`config.mk`:
```
export PLATFORM = sky130hd
export DESIGN_NAME = bot_update_responder
export DESIGN_NICKNAME = d
export VERILOG_FILES = /design/src/rtl/bot_update_responder.sv
export SDC_FILE = /design/constraint.sdc
export NUM_CORES = 1
export LEC_CHECK = 0
export BUFFER_PORTS_ARGS = -buffer_cell sky130_fd_sc_hd__buf_4
export CAP_MARGIN = 10
export CORE_MARGIN = 2
export CORE_UTILIZATION = 47
export DETAILED_ROUTE_END_ITERATION = 7
export GPL_TIMING_DRIVEN = 0
export PLACE_DENSITY = 0.8
export SYNTH_ARGS = -nofsm -noshare
export SYNTH_HDL_FRONTEND = slang
export SYNTH_SLANG_ARGS = --single-unit
```
`constraint.sdc`:
```
create_clock -name clk_i -period 1.7 [get_ports clk_i]
set_input_delay 0.34 -clock clk_i [delete_from_list [all_inputs] [get_ports clk_i]]
set_output_delay 0.34 -clock clk_i [all_outputs]
set_load 0.005 [all_outputs]
```
`src/rtl/bot_update_responder.sv`:
```
// CPU-side consumer of the Rojobot update handshake: snapshots bot info on the
// update flag, pulses the acknowledge, and offers each snapshot through a one-entry buffer.
module bot_update_responder #(
    parameter int unsigned INFO_W     = 32,
    parameter int unsigned ACK_CYCLES = 2,
    parameter int unsigned CNT_W      = 16
) (
    input  logic              clk_i,
    input  logic              reset_i,
    input  logic              bot_update_sync_i,
    input  logic [INFO_W-1:0] bot_info_i,
    output logic              int_ack_o,
    output logic [INFO_W-1:0] info_data_o,
    output logic              info_valid_o,
    input  logic              info_ready_i,
    output logic [CNT_W-1:0]  update_count_o,
    output logic              overrun_o,
    input  logic              overrun_clr_i
);

    localparam logic [0:0] StIdle = 1'b0;
    localparam logic [0:0] StAck  = 1'b1;

    localparam logic [3:0] AckLast = 4'(ACK_CYCLES - 1);

    logic [0:0]        state_q, state_d;
    logic [3:0]        ack_cnt_q, ack_cnt_d;
    logic [INFO_W-1:0] info_data_q, info_data_d;
    logic              info_valid_q, info_valid_d;
    logic [CNT_W-1:0]  update_count_q, update_count_d;
    logic              overrun_q, overrun_d;

    logic capture;
    logic consume;

    // The update flag is only looked at in IDLE; while acking it is known to be clearing.
    assign capture = (state_q == StIdle) && bot_update_sync_i;
    assign consume = info_valid_q && info_ready_i;

    always_comb begin
        state_d   = state_q;
        ack_cnt_d = ack_cnt_q;
        case (state_q)
            StIdle: begin
                if (bot_update_sync_i) begin
                    state_d   = StAck;
                    ack_cnt_d = 4'd0;
                end
            end
            StAck: begin
                if (ack_cnt_q == AckLast) begin
                    state_d   = StIdle;
                    ack_cnt_d = 4'd0;
                end else begin
                    ack_cnt_d = ack_cnt_q + 4'd1;
                end
            end
            default: begin
                state_d   = StIdle;
                ack_cnt_d = 4'd0;
            end
        endcase
    end

    always_comb begin
        info_data_d    = info_data_q;
        info_valid_d   = info_valid_q;
        update_count_d = update_count_q;
        overrun_d      = overrun_q;

        if (consume) begin
            info_valid_d = 1'b0;
        end
        if (overrun_clr_i) begin
            overrun_d = 1'b0;
        end
        if (capture) begin
            info_data_d    = bot_info_i;
            info_valid_d   = 1'b1;
            update_count_d = update_count_q + 1'b1;
            // Overwriting an entry nobody took; a set beats a simultaneous clear.
            if (info_valid_q && !info_ready_i) begin
                overrun_d = 1'b1;
            end
        end
    end

    always_ff @(posedge clk_i) begin
        if (reset_i) begin
            state_q        <= StIdle;
            ack_cnt_q      <= 4'd0;
            info_data_q    <= '0;
            info_valid_q   <= 1'b0;
            update_count_q <= '0;
            overrun_q      <= 1'b0;
        end else begin
            state_q        <= state_d;
            ack_cnt_q      <= ack_cnt_d;
            info_data_q    <= info_data_d;
            info_valid_q   <= info_valid_d;
            update_count_q <= update_count_d;
            overrun_q      <= overrun_d;
        end
    end

    // Pure state decode so the acknowledge cannot glitch on input activity.
    assign int_ack_o      = (state_q == StAck);
    assign info_data_o    = info_data_q;
    assign info_valid_o   = info_valid_q;
    assign update_count_o = update_count_q;
    assign overrun_o      = overrun_q;

endmodule
```
=== Yosys cells after proc, flatten, opt, wreduce, memory -nomap -nowiden ===
Cells that the tools add are included.

* Add/sub/neg operators: 2
* Eq/ne operators: 2
* Mux-type cells: 11
* Bitwise gates (word level): 1
* Reductions and logical operators: 5

{| class="wikitable"
|+ Operator list
! operator !! number
|-
| adder 16 x 1 -> 16 bit, second input constant || 1
|-
| two-way mux 4 bit || 2
|-
| case mux 4 bit (2 select lines) || 1
|-
| two-way mux 1 bit || 7
|-
| adder 4 x 1 -> 4 bit, second input constant || 1
|-
| == test 4 x 1 -> 1 bit, second input constant || 1
|-
| logical AND 1 bit || 3
|-
| inequality test 2 bit, second input constant || 1
|-
| case mux 1 bit (2 select lines) || 1
|-
| nonzero test 2 bit || 1
|-
| logical NOT 1 bit || 1
|-
| NOT 1 bit || 1
|}

* Flip-flop bits (word level): 55

=== Longest topological paths before layout ===
* Depth in word-level cells: 4
* Gate-level depth with buffers: 6
* Depth with buffers taken out: 6

=== Worst setup path after synthesis ===
OpenSTA, ideal clock, no wires.

* Kind: register to register
* Start: register update_count_q[1] (netlist: update_count_o[1])
* End: register update_count_q[14] (netlist: update_count_o[14])
* Library setup time: 0.070 ns
* Arrival time: 1.522 ns
* Slack: 0.107 ns
* Stages on the path, launching flop included: 6
* Path buffers: 0
* Clock period less this slack: 1.593 ns
* Path through: dfxtp_1 ha_1 and4b_1 nand2_1 or4_1 a21oi_1

* Cells in the longest elaborated chain, start to end: 1

{| class="wikitable"
|+ RTL lines
! what !! RTL line !! text
|-
| start: declaration || 30 || <nowiki>logic [CNT_W-1:0] update_count_q, update_count_d;</nowiki>
|-
| start signal: assignment || 101 || <nowiki>update_count_q <= update_count_d;</nowiki>
|-
| adder 16 x 1 -> 16 bit || 80 || <nowiki>update_count_d = update_count_q + 1'b1;</nowiki>
|}

No other way between the ends.
A chain may end at the register's enable or synchronous reset.

=== Worst setup path in the final report ===
Ends and elaborated chain as after synthesis.

==> impl_metrics.toml <==
[timing]
setup_skew_after_layout_ns = 0.009607
tns_ns = 0
slew_viol_final = 0
worstMarginPinSlew_ns = 0.5954
fmax_mhz = 609.6
maxSlewHeadroom_pct = 59.97
fin_crit_ns = 1.640
rsz_0062_raised_after_global_routing = "no"
timing_hold_violations_final = 0
post-route-period-util_pct = 96.49
setup-violations-final = 0

[critical_path]
crit_path_max_fo = 6
timing.critical_path.max_delay_family = "simple AND/OR/NAND/NOR gates"
crit_path_max_incr_delay_ns = 0.50
worst-setup-path-type = "flip-flop to flip-flop"
kind_of_launch_point_of_the_worst_setup_path = "flip-flop"
worst-r2r-setup-slack_ns = 0.06
worstRegToRegCells = 5
critPathBufInv = 0
worst-endpoint-required_ns = 1.94
path_cells = "ha_1 -> and4b_2 -> nand2_1 -> or4_1 -> a21oi_1"
critical_path_cell_count = 5
worst_ep_arrival_time_ns = 1.88
setup.worst_path.end_class = "flip-flop"
critPathSlowestCell = "sky130_fd_sc_hd__or4_1"

[global_routing]
globalRouteTotalUtil_pct = 19.78
gr-usage-met2_pct = 35.19
met1_usage_pct = 23.26
grt_first_pass_wirelength_um = 8155
grt_pass1_vias = 1918
met3_usage_pct = 5.063
grt_start_max_net_pins = 16
grt_most_used_layer = "met2"
antenna_found_initial = 0
grt-ovfl-total = 0

[detailed_routing]
post_drt_wl_per_cell_um = 12.78
vias_per_cell = 5.180
via_count = 2103
pre_antenna_drt_iters = 6
detail_route.drc_violations = 0
dr.first_iter.drc_count = 102
drt_wl_total_um = 5190
detail-route-antenna-nets = 0

[floorplan]
initial_utilization_pct = 48.80
fp-row-count = 24
die_h_um = 71.47
boundaryPins = 88
coreArea_um2 = 4384
chipWidth_um = 71.47
floorplan.die_area_um2 = 5108

[synthesis]
syn-cell-area_um2 = 2140
synth.yosys.seq_area_share_pct = 51.46
async_flop_share_pct = 0
synth.largest_area_cell = "sky130_fd_sc_hd__dfxtp_1"
synth_top_area_share_pct = 51.46
ys.flop_type = "sky130_fd_sc_hd__dfxtp_1"
ys_warn_count = 0
yosys.cell_types.count = 29
synthesis.nets = 299
ys_seq_elements = 55
cell_count_after_synthesis = 259
synthesis.area_per_instance_um2 = 8.261
synth.most_common_cell = "sky130_fd_sc_hd__nand2_1"
yosys-top-cells-area = "sky130_fd_sc_hd__dfxtp_1 51%, sky130_fd_sc_hd__nand2_1 13%, sky130_fd_sc_hd__a21oi_1 9.6%"
synth_edf_count = 0
yosys-top-cells-count = "76 x sky130_fd_sc_hd__nand2_1, 55 x sky130_fd_sc_hd__dfxtp_1, 41 x sky130_fd_sc_hd__a21oi_1"

[clocking]
clock_sink_count = 55
h-tree-depth = 2
cts-buffers-inserted = 5
tritoncts = "built"
clock_path_buffers = 2
clk_root_buffer_cell = "sky130_fd_sc_hd__clkbuf_8"
clock_latency_ns = 0.31
clk_pin_slew_worst_paths_ns = 0.10

[run_status]
status = "complete, no violations"

[finish]
postLayoutCellArea_um2 = 2992
filler_cell_count = 387
finish.utilization_pct = 68.24
insertedDiodeCount = 0
synthToLayoutAreaGrowth_pct = 39.82
fin_nets = 394
share_of_layout_cells_above_drive_strength_1_pct = 31.36

[place]
detailedPlacementHpwl_um = 3819
post_place_instance_area_um2 = 2858
place.gp.congestion = 0.7897
port_buffers = 87

[pwr]
power_density_nw_per_um2 = 852.0
power_leakage_nw = 1.313
worst_ir_drop_vdd_mv = 0.5743

[hold_path]
worst_hold_path_type = "input port to flip-flop"
hold-path-cell-count = 3

[flow_run]
maxCapViolations = 0
logic make-up after synthesis:
logic type | after synthesis | share of synthesized area (%)
AO/OA/AOI/OAI | 52 | 12.98
XOR/XNOR | 10 | 4.094
adder cells (fa/ha/maj) | 3 | 1.755
buffers and inverters | 19 | 3.684
flip-flops | 55 | 51.46
AND/OR/NAND/NOR | 120 | 26.02
path summary, 6_finish.rpt:
check                                           to         startpoint
worst max-delay path            update_count_o[14]  update_count_o[1]
worst min-delay path               info_data_o[27]     bot_info_i[27]
worst max register to register  update_count_o[14]  update_count_o[1]
worst min register to register     info_data_o[25]    info_data_o[25]
stage by stage:
step                      power, W  hold WS (ns)  std cells  setup slack, ns
after floorplan           0.001554        0.4442        259           0.1073
after global placement    0.001739        0.4426        398         -0.03180
after detailed placement  0.001747        0.4471        398         -0.04080
after CTS                 0.002567        0.2697        405         0.008645
after global routing      0.002641        0.2789        406         0.002193
final                     0.002549        0.2755        406          0.05971
cell usage in the layout (no fill, tap or decap), types with 5 or more instances in the layout:
| cell type | count |
|---|---|
| sky130_fd_sc_hd__buf_4 | 89 |
| sky130_fd_sc_hd__clkbuf_1 | 8 |
| sky130_fd_sc_hd__nand3_1 | 6 |
| sky130_fd_sc_hd__clkbuf_2 | 6 |
| sky130_fd_sc_hd__clkbuf_8 | 5 |
| sky130_fd_sc_hd__nor2_1 | 13 |
| sky130_fd_sc_hd__a21oi_1 | 41 |
| sky130_fd_sc_hd__dfxtp_1 | 50 |
| sky130_fd_sc_hd__xor2_1 | 7 |
| sky130_fd_sc_hd__nand2_1 | 75 |
| sky130_fd_sc_hd__or4_1 | 6 |
repair_timing:
| item | CTS | global route |
|---|---|---|
| endpoints found under the hold margin | 0 | 0 |
| hold buffers | 0 | 0 |
| setup endpoints to repair | 21 | 32 |
| pin swaps | 0 | 1 |
| buffers inserted | 0 | 2 |
| resized for setup | 5 | 12 |
layer usage:
layer	share of wire (%)	vias to the layer above
met5	0	-
met4	1.4	0
met3	7.2	9
met2	49	72
met1	42	972
li1	-	1050
worst reg2reg max path: stages (launching register included):
cell	delay, ns
sky130_fd_sc_hd__dfxtp_4	0.38
sky130_fd_sc_hd__ha_1	0.18
sky130_fd_sc_hd__and4b_2	0.29
sky130_fd_sc_hd__nand2_1	0.07
sky130_fd_sc_hd__or4_1	0.50
sky130_fd_sc_hd__a21oi_1	0.15
power breakdown:
group          leakage [nW]  switching (W)  total (W)  internal [W]
registers             0.452      0.0000404    0.00139       0.00135
clock network        0.0513       0.000398   0.000831      0.000432
logic                 0.810       0.000153   0.000330      0.000177
final cells by class:
class	count	area [µm²]	area share, %
clock buffers	6	72.57	2.426
flip-flops and latches	55	1110	37.10
well taps	52	65.06	2.175
multi-input cells	185	963.4	32.20
plain buffers	14	67.56	2.258
inverters	4	15.01	0.5019
repair buffers	89	668.1	22.33
clock inverters	1	30.03	1.004
flip-flops by register name (all words and copies together) (netlist names):
name,flops
int_ack_o,1
update_count_o,16
ack_cnt_q,4
info_valid_o,1
info_data_o,32
overrun_o,1
No activity file was read; power rests on OpenSTA's default activity.
